==> config.mk <==
export PLATFORM = sky130hd
export DESIGN_NAME = chan_mux_scan
export DESIGN_NICKNAME = d
export VERILOG_FILES = /design/src/rtl/chan_mux_scan.sv
export SDC_FILE = /design/constraint.sdc
export NUM_CORES = 1
export LEC_CHECK = 0
export BUFFER_PORTS_ARGS = -buffer_cell sky130_fd_sc_hd__buf_2
export CORE_AREA = 2 2 39 41
export DETAILED_ROUTE_END_ITERATION = 6
export DIE_AREA = 0 0 41 43
export PLACE_DENSITY = 0.64
export SYNTH_ARGS = -nofsm -noshare
export SYNTH_HDL_FRONTEND = slang
export SYNTH_SLANG_ARGS = --single-unit
==> constraint.sdc <==
create_clock -name clk -period 2 [get_ports clk]
set_clock_uncertainty 0.2 [all_clocks]
set_input_delay 0.1 -clock clk [delete_from_list [all_inputs] [get_ports clk]]
set_output_delay 0.1 -clock clk [all_outputs]
set_load 0.02 [all_outputs]
==> src/rtl/chan_mux_scan.sv <==
// rtl/chan_mux_scan.sv - registered CH-way channel selector with direct/scan indexing and valid/ready output
// Optional CHAN_MUX_MASK_EN adds ch_mask so scan mode skips disabled channels.
module chan_mux_scan #(
  parameter int CH = 4,
  parameter int W  = 1,
  localparam int SW = $clog2(CH)
) (
  input  logic            clk,
  input  logic            rst_n,
  input  logic [CH*W-1:0] data,
  input  logic [SW-1:0]   sel,
  input  logic            mode,
  input  logic            flag,
  input  logic            out_ready,
`ifdef CHAN_MUX_MASK_EN
  input  logic [CH-1:0]   ch_mask,
`endif
  output logic [W-1:0]    out_data,
  output logic [SW-1:0]   out_ch,
  output logic            out_valid,
  output logic            out_last
);

  typedef enum logic {EMPTY, FULL} state_e;

  state_e          state_q;
  logic [W-1:0]    out_data_q;
  logic [SW-1:0]   out_ch_q;
  logic            out_last_q;
  logic [SW-1:0]   scan_q, scan_d;

  logic [CH-1:0]   mask;
  logic [SW-1:0]   idx;
  logic [SW-1:0]   hi;
  logic            found;
  logic            last_c;
  logic [W-1:0]    word;
  logic            accept;
  logic            capture;

`ifdef CHAN_MUX_MASK_EN
  assign mask = ch_mask;
`else
  assign mask = '1;
`endif

  // Cyclic search from scan_q: walking k downward lets the nearest enabled channel win.
  always_comb begin
    idx    = sel;
    hi     = '0;
    found  = 1'b1;
    last_c = 1'b0;
    if (mode) begin
      found = 1'b0;
      idx   = scan_q;
      for (int k = CH - 1; k >= 0; k--) begin
        if (mask[(int'(scan_q) + k) % CH]) begin
          found = 1'b1;
          idx   = SW'((int'(scan_q) + k) % CH);
        end
      end
      for (int i = 0; i < CH; i++) begin
        if (mask[i]) hi = SW'(i);
      end
      last_c = found && (idx == hi);
    end
  end

  // Indices beyond CH-1 (non power-of-2 CH) fall through to a zero word.
  always_comb begin
    word = '0;
    for (int i = 0; i < CH; i++) begin
      if (idx == SW'(i)) word = data[i*W +: W];
    end
  end

  assign accept  = (state_q == FULL) && out_ready;
  assign capture = flag && found && ((state_q == EMPTY) || out_ready);

  always_comb begin
    scan_d = scan_q;
    if (!mode) begin
      scan_d = '0;
    end else if (capture) begin
      scan_d = (idx == SW'(CH - 1)) ? '0 : idx + 1'b1;
    end
  end

  always_ff @(posedge clk or negedge rst_n) begin
    if (!rst_n) begin
      state_q    <= EMPTY;
      out_data_q <= '0;
      out_ch_q   <= '0;
      out_last_q <= 1'b0;
      scan_q     <= '0;
    end else begin
      scan_q <= scan_d;
      if (capture) begin
        state_q    <= FULL;
        out_data_q <= word;
        out_ch_q   <= idx;
        out_last_q <= mode && last_c;
      end else if (accept) begin
        state_q <= EMPTY;
      end
    end
  end

  assign out_data  = out_data_q;
  assign out_ch    = out_ch_q;
  assign out_valid = (state_q == FULL);
  assign out_last  = out_last_q;

endmodule

# [Word-level counts from Yosys, hierarchy flattened]
# Index checks and enable logic that the tools add are counted.
[totals] regBits=7 in_bits=11 output_inout_bits=5 elab_cells=67
[classes] add_sub_neg=4 n_lt_le_gt_ge=4 eq_ne=5 mux=34 n_bitwise=4 reduce_logical=11
[op_table] operator="2-to-1 mux 1 bit" n=20
[op_table] operator="2-to-1 mux 2 bit" n=10
[op_table] operator="less-than comparator 3 x 4 -> 1 bit (second input constant)" n=3
[op_table] operator="binary-select mux 1 bit (select 2 bit)" n=4
[op_table] operator="OR reduction 2 bit" n=3
[op_table] operator="logical AND 1 bit" n=5
[op_table] operator="adder 2 x 1 -> 2 bit (second input constant)" n=2
[op_table] operator="adder 2 bit (second input constant)" n=2
[op_table] operator="equality test 2 bit (second input constant)" n=2
[op_table] operator="bitwise AND 1 bit (first input constant)" n=3
[op_table] operator="less-than comparator 2 x 3 -> 1 bit (second input constant)" n=1
[op_table] operator="equality test 2 x 1 -> 1 bit (second input constant)" n=1
[op_table] operator="equality test 2 bit" n=1
[op_table] operator="logical NOT 2 bit" n=1
[op_table] operator="inequality test 2 x 1 -> 1 bit (second input constant)" n=1
[op_table] operator="nonzero test 2 bit" n=1
[op_table] operator="logical OR 1 bit" n=1
[op_table] operator="inverter 1 bit" n=1

# [Depth between registers and ports, before layout]
# Gate-level depths: netlist of the first run.
[logic_depth] ltp_word=17 ltp_mapped=6 mapped_depth_nobuf=6

# [Worst setup path before layout of the first run]
# No wires, ideal clock.
[synth_path] path_type="register to register" startpoint="reg scan_q[0]" endpoint="reg out_data_q, in the netlist out_data" setup_time_ps=88 arrival_time_ps=1438 required_time_ps=1712 slack_ps=274 path_stages_with_launch=6 n_path_buf=0 period_less_slack_ps=1726 path_cell_list="dfrtp_1 -> mux2_2 -> ha_1 -> nand3b_1 -> a221o_1 -> a41oi_1"
[synth_between] elab_chain_len=15 word_cells_on_any_way=36 classes_between="add/sub (3); eq/ne (3); mux (27); reduce/logical (3)"
[synth_lines] element="start: declaration" line_no="30" rtl="logic [SW-1:0] scan_q, scan_d;"
[synth_lines] element="start signal: assignment" line_no="97" rtl="scan_q <= scan_d;"
[synth_lines] element="adder 2 bit" line_no="57, 59"
[synth_lines] element="binary-select mux 1 bit (select 2 bit)" line_no="57" rtl="if (mask[(int'(scan_q) + k) % CH]) begin"
[synth_lines] element="2-to-1 mux 1 bit (not written as such) (2 in series)" line_no="57"
[synth_lines] element="2-to-1 mux 2 bit (3 in series)" line_no="57"
[synth_lines] element="2-to-1 mux 2 bit (*)" line_no="57"
[synth_lines] element="2-to-1 mux 2 bit (*) (2 in series)" line_no="53" rtl="if (mode) begin"
[synth_lines] element="via idx[0]" line_no="33" rtl="logic [SW-1:0] idx;"
[synth_lines] element="logical NOT 2 bit" line_no="73" rtl="if (idx == SW'(i)) word = data[i*W +: W];"
[synth_lines] element="2-to-1 mux 1 bit (3 in series)" line_no="73"
[synth_lines] element="2-to-1 mux 1 bit (*)" line_no="73"
[synth_lines] element="end signal: assignment" line_no="100" rtl="out_data_q <= word;"
[synth_lines] element="end: declaration" line_no="27" rtl="logic [W-1:0] out_data_q;"
# Mark *: on every way through the listed nets, which the timed path passes. The rest lies on a longest branch. The select of a mux whose other input is x is not followed.
# A chain may end at the register's enable or synchronous reset.

# [Worst setup path in the final report of the first run]
# Ends and elaborated chain as after synthesis.

==> metrics.cfg, run 1 <==
[power]
p_leak_nw = 0.281
p_per_area_nw_per_um2 = 696
vdd_drop_max_uv = 206
p_total_mw = 0.387

[critical_path]
cp.depth = 6
cp_num_buf_inv = 1
path_delay_family = compound AO/OA/AOI/OAI gates
crit_path_end_kind = register
r2r_cells = 6
arrival_ns = 1.81
cp.required_ns = 1.96
cp_slowest_cell = dfrtp_1
cpPeakStageDelay_ns = 0.40
cp_cell_sequence = mux2_2 > inv_1 > ha_1 > a21oi_1 > a221o_1 > a41oi_1
cp-start-kind = register
path_max_fanout = 4
critPathKind = register to register

[synthesis]
ys_ff_latch = 7
synth_top_area_share_pct = 44.4
synth_edf_count = 0
syn_nets = 56
synth_compound_area_share_pct = 20.0
syn_inst = 41
synthTopCellsByArea = dfrtp_1 (44%), ha_1 (13%), o21ai_0 (10%), mux2_2 (5.7%), a21oi_1 (5.1%)
netlist_area_um2 = 394
synth_cell_types = 15
synth.area.mux_share_pct = 5.71
syn_avg_cell_area_um2 = 9.61
ys_warn_count = 0
synth-main-ff-cell = dfrtp_1
synth_simple_gate_area_share_pct = 12.4
synth_largest_area_cell = dfrtp_1
yosysMostFrequentCell = o21ai_0
ys_async_sr_fraction_pct = 100
synthAdderAreaFrac_pct = 12.7
yosys-top-cells-count = o21ai_0 (8), dfrtp_1 (7), a21oi_1 (4), ha_1 (4), inv_1 (4)
synth_xor_xnor_area_share_pct = 0
ys_seq_area_share_pct = 44.4
synth_top_family_by_area = compound AO/OA/AOI/OAI gates

[timing]
max_freq_ghz = 0.542
period_share_pct = 92.3
min_period_ns = 1.85
hold_viol = 0
finalSetupTns_ns = 0
setup_viol = 0
tightest_slew_ns = 0.183
slew_headroom_pct = 87.8
drv_slew = 0
rsz0062_at_grt = false

[floorplan]
die_y_um = 43
row_count = 14
start_util_pct = 28.5
dieArea_um2 = 1760
io_pins = 16
die_w_um = 41
coreArea_um2 = 1380

[global_route]
grt_antenna_before_repair = 0
grt.overflow.total = 0
grt_use_total_pct = 11.3
grt_pass1_wl_um = 1390
grt_pass1_vias = 343
grt_start_max_net_pins = 8

[place]
io_buffers = 15
place_congestion = 0.733
place_inst = 72
placed_area_um2 = 489
hpwl_um = 645

[route]
vias = 376
drc = 0
drt-total-wl_um = 865
ant_nets = 0
drt_pass1_iterations = 4
wl_per_cell_um = 10.8
viasPerCell = 4.70
dr.first_iter.drc_count = 4

[min_path]
hp-class = primary input to async pin

[cts]
insertion_delay_ns = 0.25
cts-buffers-inserted = 3
cts_num_sinks = 7
post_cts_resized = 0
clock_path_buffers = 2
clk_pin_slew_ns = 0.05
clockRootBuffer = clkbuf_4
h-tree-depth = 1
cts_tree = yes

[run_status]
status = completed

[layout]
fin_cells = 80
antennaDiodeCount = 0
syn2layout_area_growth_pct = 41.0
drive_above_1_share_pct = 32.8
final_area_um2 = 556
fin_nets = 80

[run]
maxCapViolations = 0

[flip-flops by register name, indices dropped and copies added (netlist names)]
register,count
out_ch,2
out_data,1
out_last,1
out_valid,1
scan_q,2
[power by group]
| group | switching [mW] | internal (mW) | leakage (nW) |
|---|---|---|---|
| Sequential | 0.00736 | 0.156 | 0.0885 |
| Combinational | 0.0534 | 0.0423 | 0.177 |
| Clock | 0.0513 | 0.0761 | 0.0150 |
[worst paths after layout]
path / startpoint / end / slack [ns]
worst max register to register: scan_q[0] / out_data / 0.15
worst min register to register: out_ch[1] / out_ch[1] / 0.30
max in group asynchronous: rst_n / out_data / 1.44
worst min-delay path: rst_n / scan_q[1] / 0.01
min in group clk: out_ready / out_valid / 0.04
worst max-delay path: scan_q[0] / out_data / 0.15
[metal layers]
metal | track usage, % | share of wire [%]
met4 | 6.00 | 0
met5 | 0 | 0
met3 | 1.57 | 6.1
met2 | 17.2 | 50
met1 | 14.6 | 43
[cell families (layout without fill, tap and decap cells)]
kind of cell	after synthesis	count (layout)
flops	7	7
simple gates	9	9
fa+ha+maj	4	4
compound gates	14	14
mux	2	2
buf+inv	5	28
[worst reg2reg max path: cells and delay by family, from the launching register on]
kind	cells	cell delay, ns
compound gates	3	0.56
flops	1	0.40
mux	1	0.30
fa+ha+maj	1	0.19
buf+inv	1	0.12
[layout by cell type (no fill, tap or decap)]
cell type	netlist	routed
inv_2	1	1
and2b_1	1	1
nand3b_1	1	1
or3_1	1	1
ha_1	4	4
inv_1	4	4
o21ai_0	8	8
dlygate4sd3_1	0	4
clkbuf_4	0	3
nand2b_1	1	1
clkbuf_1	0	1
mux2_2	2	2
a221o_1	1	1
nand3_1	2	2
a21oi_1	4	4
buf_2	0	15
nand2_1	3	3
a41oi_1	1	1
dfrtp_1	7	7
[cell type report]
class / count / area, µm²
Multi-Input combinational cell: 29 / 200
Timing Repair Buffer: 19 / 115
Clock buffer: 4 / 26.3
Fill cell: 141 / 828
Inverter: 5 / 18.8
Sequential cell: 7 / 175
Tap cell: 16 / 20.0
[stage by stage]
step | setup WS, ns | utilization, % | hold slack, ns
6_report | 0.154 | 40.1 | 0.0106
5_1_grt | 0.0277 | 40.1 | 0.0301
4_1_cts | 0.171 | 40.1 | 0.00224
3_5_place_dp | 0.184 | 35.4 | -0.259
3_3_place_gp | 0.215 | 35.4 | -0.261
2_1_floorplan | 0.274 | - | -0.396
[repair_timing]
item	CTS	global route
hold buffers	4	0
endpoints found under the hold margin	14	0
setup buffers	0	0
Power figures use the tool's default switching activity.
==> run 2: changes to the inputs <==
--- a/config.mk
+++ b/config.mk
@@ -7,6 +7,7 @@
 export LEC_CHECK = 0
 export BUFFER_PORTS_ARGS = -buffer_cell sky130_fd_sc_hd__buf_2
 export CORE_AREA = 2 2 39 41
+export CTS_BUF_LIST = sky130_fd_sc_hd__clkbuf_8
 export DETAILED_ROUTE_END_ITERATION = 6
 export DIE_AREA = 0 0 41 43
 export PLACE_DENSITY = 0.64
==> run 2 against run 1 <==
Against the previous run: worst hold slack improved by 0.026 ns; first-iteration DRC count increased by 25%; register-to-register slack hardly changed; count of clock-buffer cells in the layout fell by 1; worst setup slack improved by 0.0063 ns; via count decreased by 1.6%; sequential power barely moved; highest routed layer unchanged.
==> metrics.cfg, run 2 (synthesis results as in run 1) <==
[run_status]
status = completed

[cts]
cts_hold_buffers = 4  ; unchanged
clk_pin_slew_ns = 0.04  ; about the same
clock_path_buffers = 2  ; unchanged
cts_tree = yes
cts_num_sinks = 7  ; unchanged
insertion_delay_ns = 0.22  ; -0.03 ns
cts-buffers-inserted = 3  ; unchanged
cts_setup_buffers = 0  ; unchanged
post_cts_resized = 0  ; unchanged
clockRootBuffer = clkbuf_8
h-tree-depth = 1  ; unchanged

[critical_path]
cp_num_buf_inv = 0  ; -1
crit_path_end_kind = register
cpPeakStageDelay_ns = 0.39  ; about the same
critPathKind = register to register
r2r_cells = 5  ; -1
path_delay_family = compound AO/OA/AOI/OAI gates
cp_slowest_cell = dfrtp_1
r2r-start = scan_q[0]
path_max_fanout = 4  ; unchanged
cp-start-kind = register
cp_cell_sequence = mux2_2 > ha_1 > nand3b_1 > a221o_1 > a41oi_1
arrival_ns = 1.78  ; -0.03 ns
ff2ff_setup_slack_ns = 0.16  ; about the same
timing.rr.end = out_data
cp.required_ns = 1.94  ; -0.02 ns

[place]
placed_area_um2 = 489  ; unchanged
hpwl_um = 645  ; unchanged
io_buffers = 15  ; unchanged
place_inst = 72  ; unchanged
place_ws_ns = 0.184  ; unchanged
place_congestion = 0.733  ; unchanged

[route]
viasPerCell = 4.63  ; -1.6%
drc = 0  ; unchanged
drt_pass1_iterations = 4  ; unchanged
drt-total-wl_um = 845  ; -2.3%
dr.first_iter.drc_count = 5  ; +1
wl_per_cell_um = 10.6  ; -2.3%
vias = 370  ; -1.6%
ant_nets = 0  ; unchanged

[layout]
fin_nets = 80  ; unchanged
final_core_util_pct = 41.5  ; +1.4 points
syn2layout_area_growth_pct = 45.7
final_area_um2 = 574  ; +3.4%
mostFrequentLayoutCell = buf_2
layout_common_cells = buf_2 (15), o21ai_0 (8), dfrtp_1 (7)
antennaDiodeCount = 0  ; unchanged
drive_above_1_share_pct = 32.8  ; unchanged
fin_cells = 80  ; unchanged

[floorplan]
die_y_um = 43  ; unchanged
io_pins = 16  ; unchanged
row_count = 14  ; unchanged
dieArea_um2 = 1760  ; unchanged
die_w_um = 41  ; unchanged
coreArea_um2 = 1380  ; unchanged
start_util_pct = 28.5  ; unchanged

[power]
vdd_drop_max_uv = 245  ; +19%
p_leak_nw = 0.292  ; +4.2%
p_per_area_nw_per_um2 = 785  ; +13%
p_total_mw = 0.451  ; +17%

[timing]
period_share_pct = 92.0  ; -0.31 points
timing.hold.ws_ns = 0.0364  ; +0.0258 ns
min_period_ns = 1.84  ; -0.00627 ns
tightest_slew_ns = 0.177  ; -0.00643 ns
finalSetupTns_ns = 0  ; unchanged
rsz0062_at_grt = false
slew_headroom_pct = 88.2  ; +0.43 points
drv_slew = 0  ; unchanged
max_freq_ghz = 0.543  ; +0.34%
hold_viol = 0  ; unchanged
setup_viol = 0  ; unchanged
setup_ws_ns = 0.160  ; +0.00627 ns

[min_path]
hp-class = primary input to async pin

[run]
maxCapViolations = 0  ; unchanged

[global_route]
grt_start_max_net_pins = 8  ; unchanged
grt_pass1_wl_um = 1350  ; -2.9%
grt.overflow.total = 0  ; unchanged
grt_pass1_vias = 335  ; -2.3%
grt_antenna_before_repair = 0  ; unchanged
grt_use_total_pct = 11.0  ; -0.30 points

==> run 2: changes by cell type in the layout (fill, tap and decap cells not counted) <==
cell,change
clkbuf_4,-3
clkbuf_1,-1
inv_1,+1
clkbuf_8,+3
==> run 2: area by class of cell <==
cell class / count / area [µm²]
multi-input cells: 29 / 200
flip-flops and latches: 7 / 175
inverters: 5 / 18.8
repair buffers: 19 / 115
well taps: 16 / 20.0
fillers: 140 / 810
clock inverters: 1 / 3.75
clock buffers: 3 / 41.3
==> run 2: per-layer routing <==
| metal | vias up | track usage (%) | wire, µm |
|---|---|---|---|
| li1 | 189 | - | - |
| met1 | 168 | 14.2 | 386 |
| met2 | 13 | 16.6 | 403 |
| met3 | 0 | 3.14 | 55 |
| met4 | 0 | 4.00 | 0 |
| met5 | - | 0 | 0 |
==> run 2: worst max path at each step <==
stage	from	slack (ns)	depth (start not counted)	endpoint
floorplan	scan_q[0]	0.27	5	out_data
global placement	scan_q[0]	0.21	5	out_data
detailed placement	scan_q[0]	0.18	5	out_data
CTS	scan_q[0]	0.17	6	out_data
global route	scan_q[1]	0.03	6	out_data
finish	scan_q[0]	0.16	5	out_data
==> run 2: report_power, final <==
part / switching [mW] / leakage (nW) / internal [mW] / total [mW]
logic: 0.0531 / 0.177 / 0.0423 / 0.0954
clock network: 0.0589 / 0.0269 / 0.132 / 0.191
registers: 0.00737 / 0.0885 / 0.157 / 0.164
total: 0.119 / 0.292 / 0.332 / 0.451
